## src/rtl/green_timing_pkg.sv

```systemverilog
// Shared FSM state encoding and timing helpers for the adaptive green-time calculator.
package green_timing_pkg;

   typedef enum logic [1:0] {
      ST_IDLE,
      ST_MUL,
      ST_CLAMP,
      ST_COMMIT
   } calc_state_t;

   // 64-bit intermediate so large clock frequencies times long intervals cannot wrap
   function automatic logic [31:0] ms_to_cyc(input logic [63:0] ms, input logic [63:0] freq);
      return 32'(ms * freq / 64'd1000);
   endfunction

   function automatic logic [31:0] clamp_green(input logic [40:0] value,
                                               input logic [31:0] min_cyc,
                                               input logic [31:0] max_cyc);
      if (value < {9'b0, min_cyc})
         return min_cyc;
      else if (value > {9'b0, max_cyc})
         return max_cyc;
      else
         return value[31:0];
   endfunction

endpackage

```

## src/rtl/car_sensor_sync.sv

```systemverilog
// Two-flop synchroniser plus rising-edge detector for one vehicle-detector input.
module car_sensor_sync (
   input  logic clk,
   input  logic rst,
   input  logic car,
   output logic rise
);

   logic sync1;
   logic sync2;
   logic sync3;

   always_ff @(posedge clk) begin
      if (rst) begin
         sync1 <= 1'b0;
         sync2 <= 1'b0;
         sync3 <= 1'b0;
      end else begin
         sync1 <= car;
         sync2 <= sync1;
         sync3 <= sync2;
      end
   end

   assign rise = sync2 & ~sync3;

endmodule

```

## src/rtl/green_time_calc.sv

```systemverilog
// Counts waiting vehicles per direction and computes the next green duration when the opposing green ends.
module green_time_calc
   import green_timing_pkg::*;
#(
   parameter int unsigned CLK_FREQ      = 50_000_000,
   parameter int unsigned BASE_GREEN_MS = 5000,
   parameter int unsigned PER_CAR_MS    = 1000,
   parameter int unsigned MIN_GREEN_MS  = 3000,
   parameter int unsigned MAX_GREEN_MS  = 30000
) (
   input  logic        clk,
   input  logic        rst,
   input  logic        ns_car,
   input  logic        ew_car,
   input  logic        ns_green,
   input  logic        ew_green,
   output logic [31:0] ns_green_delay,
   output logic [31:0] ew_green_delay,
   output logic        update,
   output logic        busy
);

   localparam logic [31:0] BASE_GREEN_CYC = ms_to_cyc(64'(BASE_GREEN_MS), 64'(CLK_FREQ));
   localparam logic [31:0] PER_CAR_CYC    = ms_to_cyc(64'(PER_CAR_MS), 64'(CLK_FREQ));
   localparam logic [31:0] MIN_GREEN_CYC  = ms_to_cyc(64'(MIN_GREEN_MS), 64'(CLK_FREQ));
   localparam logic [31:0] MAX_GREEN_CYC  = ms_to_cyc(64'(MAX_GREEN_MS), 64'(CLK_FREQ));
   localparam logic [31:0] RESET_CYC      = clamp_green({9'b0, BASE_GREEN_CYC}, MIN_GREEN_CYC, MAX_GREEN_CYC);

   generate
      if (MIN_GREEN_CYC < 32'd1 || MIN_GREEN_CYC > MAX_GREEN_CYC || MAX_GREEN_CYC[31]) begin : g_bad_params
         $error("green_time_calc: illegal MIN/MAX green cycle limits");
      end
   endgenerate

   logic ns_rise;
   logic ew_rise;

   car_sensor_sync u_ns_sync (
      .clk  (clk),
      .rst  (rst),
      .car  (ns_car),
      .rise (ns_rise)
   );

   car_sensor_sync u_ew_sync (
      .clk  (clk),
      .rst  (rst),
      .car  (ew_car),
      .rise (ew_rise)
   );

   logic illegal;
   logic ns_count_en;
   logic ew_count_en;
   logic ns_green_q;
   logic ns_green_qq;
   logic ew_green_q;
   logic ew_green_qq;
   logic ns_req;
   logic ew_req;

   assign illegal     = ns_green & ew_green;
   assign ns_count_en = ns_rise & ~ns_green & ~illegal;
   assign ew_count_en = ew_rise & ~ew_green & ~illegal;
   // The end of one direction's green is the moment to size the other direction's green
   assign ns_req      = ew_green_qq & ~ew_green_q & ~illegal;
   assign ew_req      = ns_green_qq & ~ns_green_q & ~illegal;

   always_ff @(posedge clk) begin
      if (rst) begin
         ns_green_q  <= 1'b0;
         ns_green_qq <= 1'b0;
         ew_green_q  <= 1'b0;
         ew_green_qq <= 1'b0;
      end else begin
         ns_green_q  <= ns_green;
         ns_green_qq <= ns_green_q;
         ew_green_q  <= ew_green;
         ew_green_qq <= ew_green_q;
      end
   end

   logic [7:0] ns_cnt;
   logic [7:0] ew_cnt;

   // A vehicle arriving on the same edge as the snapshot belongs to the next interval
   always_ff @(posedge clk) begin
      if (rst) begin
         ns_cnt <= 8'd0;
         ew_cnt <= 8'd0;
      end else begin
         if (ns_req)
            ns_cnt <= ns_count_en ? 8'd1 : 8'd0;
         else if (ns_count_en && ns_cnt != 8'hFF)
            ns_cnt <= ns_cnt + 8'd1;

         if (ew_req)
            ew_cnt <= ew_count_en ? 8'd1 : 8'd0;
         else if (ew_count_en && ew_cnt != 8'hFF)
            ew_cnt <= ew_cnt + 8'd1;
      end
   end

   calc_state_t state;
   logic [7:0]  ns_snap;
   logic [7:0]  ew_snap;
   logic        ns_pend;
   logic        ew_pend;
   logic        dir_ew;
   logic [7:0]  mult_a;
   logic [39:0] mcand;
   logic [39:0] prod;
   logic [2:0]  bit_cnt;
   logic [31:0] result;

   // Every request records its snapshot and pending flag; IDLE then picks NS before EW
   always_ff @(posedge clk) begin
      if (rst) begin
         state          <= ST_IDLE;
         ns_snap        <= 8'd0;
         ew_snap        <= 8'd0;
         ns_pend        <= 1'b0;
         ew_pend        <= 1'b0;
         dir_ew         <= 1'b0;
         mult_a         <= 8'd0;
         mcand          <= 40'd0;
         prod           <= 40'd0;
         bit_cnt        <= 3'd0;
         result         <= 32'd0;
         ns_green_delay <= RESET_CYC;
         ew_green_delay <= RESET_CYC;
         update         <= 1'b0;
         busy           <= 1'b0;
      end else begin
         update <= 1'b0;
         if (ns_req) begin
            ns_snap <= ns_cnt;
            ns_pend <= 1'b1;
         end
         if (ew_req) begin
            ew_snap <= ew_cnt;
            ew_pend <= 1'b1;
         end

         case (state)
            ST_IDLE: begin
               if (ns_req || ns_pend) begin
                  state   <= ST_MUL;
                  busy    <= 1'b1;
                  dir_ew  <= 1'b0;
                  mult_a  <= ns_req ? ns_cnt : ns_snap;
                  ns_pend <= 1'b0;
                  mcand   <= {8'b0, PER_CAR_CYC};
                  prod    <= 40'd0;
                  bit_cnt <= 3'd0;
               end else if (ew_req || ew_pend) begin
                  state   <= ST_MUL;
                  busy    <= 1'b1;
                  dir_ew  <= 1'b1;
                  mult_a  <= ew_req ? ew_cnt : ew_snap;
                  ew_pend <= 1'b0;
                  mcand   <= {8'b0, PER_CAR_CYC};
                  prod    <= 40'd0;
                  bit_cnt <= 3'd0;
               end
            end
            ST_MUL: begin
               if (mult_a[0])
                  prod <= prod + mcand;
               mcand   <= mcand << 1;
               mult_a  <= mult_a >> 1;
               bit_cnt <= bit_cnt + 3'd1;
               if (bit_cnt == 3'd7)
                  state <= ST_CLAMP;
            end
            ST_CLAMP: begin
               result <= clamp_green({9'b0, BASE_GREEN_CYC} + {1'b0, prod}, MIN_GREEN_CYC, MAX_GREEN_CYC);
               state  <= ST_COMMIT;
            end
            ST_COMMIT: begin
               if (dir_ew)
                  ew_green_delay <= result;
               else
                  ns_green_delay <= result;
               update <= 1'b1;
               busy   <= 1'b0;
               state  <= ST_IDLE;
            end
            default: begin
               state <= ST_IDLE;
               busy  <= 1'b0;
            end
         endcase
      end
   end

endmodule
```

## config.mk

```make
export PLATFORM = sky130hd
export DESIGN_NAME = green_time_calc
export DESIGN_NICKNAME = d
export VERILOG_FILES = /design/src/rtl/green_timing_pkg.sv /design/src/rtl/car_sensor_sync.sv /design/src/rtl/green_time_calc.sv
export SDC_FILE = /design/constraint.sdc
export NUM_CORES = 1
export LEC_CHECK = 0
export ABC_AREA = 1
export CORE_MARGIN = 2
export CORE_UTILIZATION = 65
export CTS_CLUSTER_SIZE = 20
export DETAILED_ROUTE_END_ITERATION = 7
export DONT_BUFFER_PORTS = 1
export MAX_ROUTING_LAYER = met4
export PLACE_DENSITY_LB_ADDON = 0.15
export SYNTH_ARGS = -nofsm -noshare
export SYNTH_HDL_FRONTEND = slang
export SYNTH_SLANG_ARGS = --single-unit
```

## constraint.sdc

```tcl
create_clock -name clk -period 6.6 [get_ports clk]
set_input_delay 0.66 -clock clk [delete_from_list [all_inputs] [get_ports clk]]
set_output_delay 0.66 -clock clk [all_outputs]
set_load 0.05 [all_outputs]
```

# Word-level counts from Yosys, hierarchy flattened
# Index checks and enable logic that the tools add are counted.
# Widths: inputs -> output; s select.
[totals]
reg_bits = 236
mem_bits_ro = 0
latch_bits = 0
input_bits = 6
ramBits = 0
n_memories = 0
[classes]
bitwise = 19
addsub = 5
n_eq_ne = 9
div_mod_pow = 0
muxes = 39
mul = 0
reduce_logical = 17
shift = 0
n_lt_le_gt_ge = 2
[ops]
columns = ["op", "count"]
rows = [
  ["$mux 40", 5],
  ["$pmux 40 s2", 2],
  ["$mux 32", 2],
  ["$mux 8", 8],
  ["$add 28x40->41 const A", 1],
  ["$gt 41x31->1 const B", 1],
  ["$lt 41x28->1 const B", 1],
  ["$add 40x40->40", 1],
  ["$add 8x1->8 const B", 2],
  ["$ne 8x8->1 const B", 2],
  ["$pmux 8 s2", 1],
  ["$mux 1", 13],
  ["$reduce_and 2->1", 6],
  ["$and 1x1->1", 11],
  ["$reduce_bool 2->1", 5],
  ["$not 1->1", 8],
  ["$pmux 2 s4", 1],
  ["$mux 2", 3],
  ["$mux 3", 2],
  ["$pmux 3 s2", 1],
  ["$eq 2x2->1 const B", 2],
  ["$ne 2x2->1 const B", 2],
  ["$add 3x1->3 const B", 1],
  ["$eq 3x3->1 const B", 1],
  ["7 further kinds", 9],
]

# Longest topological paths before layout
[logic_depth]
depth_word = 7
ltp_mapped = 22
depth_no_buf = 21

# Hierarchy
# A second synthesis with hierarchy kept.
[unflattened]
hier_cells = 1647
hier_area_um2 = 11090.6
[by_module_without_submodules]
columns = ["mod", "seq_area_each_um2", "instances", "cells_per_inst", "area_per_inst_um2"]
rows = [
  ["green_time_calc", 3963.8, 1, 1627, 10918.0],
  ["car_sensor_sync", 60.1, 2, 10, 86.3],
]

# Least setup slack after synthesis
# Ideal clock, no wire load.
[synth_path]
kind = "input-to-reg"
from = "in ns_green"
to = "reg prod[14]"
path_slack_ps = 4232
stages = 15
arrival_ps = 2241
setup_ps = 128
required_time_ps = 6472
path_cell_list = "nand2_1 -> nand3_2 -> inv_2 -> nor2_1 -> inv_1 -> nor2_1 -> nor2_2 -> inv_1 -> o21ai_2 -> inv_2 -> a21oi_2 -> inv_2 -> buf_2 -> a21oi_1 -> nor2_1"
[synth_between]
elab_chain_cells = 6
elab_cells_between_ends = 10
cone_classes = "eq/ne: 1; mux: 2; bitwise: 4; reduce/logical: 3"
[synth_lines]
columns = ["item", "line", "text"]
rows = [
  ["from (decl)", "green_time_calc.sv:15", "input logic ns_green,"],
  ["$and 1x1->1 *", "green_time_calc.sv:62", "assign illegal = ns_green & ew_green;"],
  ["$not 1->1 *", "green_time_calc.sv:66, green_time_calc.sv:67", ""],
  ["$and 1x1->1 (on tied branches)", "green_time_calc.sv:66, green_time_calc.sv:67", ""],
  ["$logic_or 1x1->1 (on tied branches)", "green_time_calc.sv:147, green_time_calc.sv:156", ""],
  ["$ne 3x3->1 (no line) / $mux 40 (equally long branches)", "n/a", ""],
  ["$reduce_and 3->1 (no line) / $pmux 40 s2 (equally long branches)", "n/a", ""],
  ["to (signal assigned)", "green_time_calc.sv:169", "prod <= prod + mcand;"],
  ["to (decl)", "green_time_calc.sv:112", "logic [39:0] prod;"],
]
# Every way passes the cells marked *; elsewhere a longest branch is shown, timed or not.
# A chain may end at the register's enable or synchronous reset.

# Worst setup path after layout
[layout_path]
from = "reg ew_green_q"
to = "reg prod[38]"
[layout_between]
elab_chain_cells = 6
elab_cells_between_ends = 8
cone_classes = "eq/ne: 1; mux: 2; bitwise: 3; reduce/logical: 2"
[layout_lines]
columns = ["item", "line", "text"]
rows = [
  ["from (decl)", "green_time_calc.sv:57", "logic ew_green_q;"],
  ["from (signal assigned)", "green_time_calc.sv:78", "ew_green_q <= ew_green;"],
  ["$not 1->1 *", "green_time_calc.sv:66", "assign ns_req = ew_green_qq & ~ew_green_q & ~illegal;"],
  ["$and 1x1->1 * (2 in series)", "green_time_calc.sv:66", ""],
  ["$logic_or 1x1->1 *", "green_time_calc.sv:147", "if (ns_req || ns_pend) begin"],
  ["$ne 3x3->1 (no line) / $mux 40 (equally long branches)", "n/a", ""],
  ["$reduce_and 3->1 (no line) / $pmux 40 s2 (equally long branches)", "n/a", ""],
]
# Marks and branches as above.

==> flow_metrics.env <==
export IMPL_crit_path_end_kind="flip-flop"
export IMPL_syn_nets=1749
export IMPL_synth_commonest_cells="nand2_1, nor2_1, dfxtp_1"
export IMPL_cts_num_sinks=204
export IMPL_grt_pass1_wl_um=47300
export IMPL_start_kind="flip-flop"
export IMPL_maxCapViolCount=0
export IMPL_num_io_pins=72
export IMPL_ys_async_sr_fraction_pct=0
export IMPL_critPathSlowestCell="nor2_1"
export IMPL_htree_levels=1
export IMPL_rsz0062_at_grt="false"
export IMPL_drive_gt1_share_pct=7.41
export IMPL_die_area_um2=18500
export IMPL_diodes=0
export IMPL_avgSynthCellArea_um2=6.68
export IMPL_cts_buffers=22
export IMPL_cts_root_buf="clkbuf_16"
export IMPL_period_needed_ns=3.54
export IMPL_die_h_um=136
export IMPL_synth_seq_cells=204
export IMPL_path_clk_slew_ns=0.06
export IMPL_worstHoldPathType="in -> reg"
export IMPL_clock_fmax_ghz=0.283
export IMPL_firstDrtPassIters=7
export IMPL_internal_power_mw=2.29
export IMPL_cts_hold_buf=0
export IMPL_relSlewSlack_pct=34.6
export IMPL_synth_edff_count=0
export IMPL_power_density_nw_per_um2=287
export IMPL_p_switching_mw=1.17
export IMPL_sequentialPowerShare_pct=46.9
export IMPL_yosys_most_used_dff="dfxtp_1"
export IMPL_grt_max_degree=131
export IMPL_hpwl_um=21200
export IMPL_groute_usage_overall_pct=32.4
export IMPL_overflow=0
export IMPL_period_share_pct=53.6
export IMPL_synth_largest_area_cell="dfxtp_1"
export IMPL_grt_pass1_vias=9730
export IMPL_ys_seq_area_share_pct=36.0
export IMPL_multi_input_area_um2=6320
export IMPL_leakagePower_nw=5.39
export IMPL_antenna_left=0
export IMPL_yosysTopAreaCellShare_pct=36.0
export IMPL_finalSetupViolCount=0
export IMPL_slowest_delay_ns=0.60
export IMPL_crit_family="buffers and inverters"
export IMPL_drt_iter0_drc=961
export IMPL_status="finished clean"
export IMPL_yosys_warnings=0
export IMPL_die_w_um=136
export IMPL_worstSkewPairLatency_ns=0.51
export IMPL_post_cts_buffers=0
export IMPL_crit_path_frequent_cell="inv_2"
export IMPL_drt_total_wl_um=29000
export IMPL_path_max_fanout=37
export IMPL_tightest_slew_ns=0.980
export IMPL_clockBufferDepth=3
export IMPL_power_share_clock_pct=35.2
export IMPL_antenna_found_initial=0
export IMPL_cts_resized=0
export IMPL_slew_viol_final=0
export IMPL_wire_per_inst_um=15.3
export IMPL_dr_total_vias=10700
export IMPL_peakVddDrop_mv=0.256
export IMPL_final_nets=1707
export IMPL_cts_tree="built"
export IMPL_rows=48
export IMPL_p_sw_share_pct=33.8
export IMPL_routabilityCongestion=0.965
export IMPL_drc_errors=0
export IMPL_clock_skew_ns=0.0216
export IMPL_criticalPathCategory="reg -> reg"
export IMPL_filler_cell_count=1484
export IMPL_netlist_area_um2=11300
export IMPL_comb_power_share_pct=17.8
export IMPL_p_total_mw=3.46
export IMPL_finalHoldViolations=0
export IMPL_start_util_pct=66.0
export IMPL_ys_top_cells_by_area="dfxtp_1, nand2_1, nor2_1"
export IMPL_seq_area_um2=4090
export IMPL_yosysMostFrequentCell="nand2_1"
export IMPL_port_buffers=0
export IMPL_routed_via_density=5.64
export IMPL_core_um2=17200
export IMPL_tns_ns=0
export IMPL_critical_path_arrival_ns=3.96
export IMPL_path_buf_inv=6
export IMPL_area_growth_pct=6.06
export IMPL_netlist_instances=1699
export IMPL_yosys_cell_types_count=48
export IMPL_worstPathRequired_ns=7.03
export IMPL_critical_path_cell_chain="inv_1 > nand3_2 > inv_2 > nor2_1 > inv_2 > nor2_1 > nor2_2 > inv_1 > o21ai_2 > inv_2 > a21oi_2 > inv_2 > nand2_1 > a21oi_1"
## final cells by class
class | instances | share of cell area [%]
Clock inverter | 8 | 0.718
Multi-Input combinational cell | 1268 | 52.5
Tap cell | 225 | 2.34
Sequential cell | 204 | 34.0
Timing Repair Buffer | 3 | 0.187
Clock buffer | 32 | 5.30
Inverter | 158 | 4.94
## metrics by stage
stage | area [um2] | hold slack [ns] | cells | worst slack (ns) | utilization (%)
final | 12000 | 0.224 | 1898 | 3.06 | 70.0
after global routing | 12000 | 0.199 | 1898 | 2.55 | 70.0
after CTS | 12000 | 0.216 | 1898 | 3.12 | 70.0
after detailed placement | 11300 | 0.404 | 1858 | 2.75 | 65.8
after global placement | 11300 | 0.389 | 1858 | 2.90 | 65.8
after floorplan | 11300 | 0.388 | 1699 | 4.23 | -
## flip-flops by register name (all words and copies together) (netlist names), 2 cells and up
| signal | count |
|---|---|
| ns_snap | 8 |
| ew_green_delay | 26 |
| ew_cnt | 8 |
| ew_snap | 8 |
| mult_a | 8 |
| mcand | 33 |
| bit_cnt | 3 |
| prod | 33 |
| ns_cnt | 8 |
| ns_green_delay | 26 |
| result | 26 |
| state | 2 |
## per-layer routing
metal,share of wire (%),vias up,track usage [%]
met5,0,-,-
li1,-,5458,-
met1,44,4869,40.5
met3,5.5,54,3.73
met2,47,324,54.4
met4,3.2,0,10.8
## kinds of logic after synthesis
kind of cell,after synthesis,synth area share (%)
multiplexers,10,0.882
flip-flops,204,36.0
buffers and inverters,227,8.32
adder cells (fa/ha/maj),44,4.92
AND/OR/NAND/NOR,902,34.0
AO/OA/AOI/OAI,299,14.9
XOR/XNOR,13,1.00
## cells in the final DEF (no fill, tap or decap), types with 14 or more instances in the layout
cell / n
nand2_1: 467
nor2_1: 215
dfxtp_1: 202
inv_1: 137
a21oi_1: 134
nand3_1: 122
o21ai_0: 87
ha_1: 43
clkbuf_16: 22
nand4_1: 20
inv_2: 17
nor3_1: 15
or2_2: 14
## final timing paths
path                                              endpoint                       start  cells after the start  slack [ns]
worst max-delay path                 prod[38]$_SDFFE_PP0P_       ew_green_q$_SDFF_PP0_                     14        3.06
worst min-delay path                result[6]$_SDFFE_PP0P_                         rst                      1        0.22
worst max register to register       prod[38]$_SDFFE_PP0P_       ew_green_q$_SDFF_PP0_                     14        3.06
worst min register to register  u_ew_sync.sync2$_SDFF_PP0_  u_ew_sync.sync1$_SDFF_PP0_                      2        0.41
## power groups by stage
stage	clock network (mW)	registers (mW)	logic (mW)
2_1_floorplan	0	1.58	0.545
3_3_place_gp	0	1.64	0.590
3_5_place_dp	0	1.64	0.607
4_1_cts	1.23	1.62	0.612
5_1_grt	1.28	1.64	0.705
6_report	1.22	1.62	0.616
Note: power is estimated with default switching activity, not from simulation.
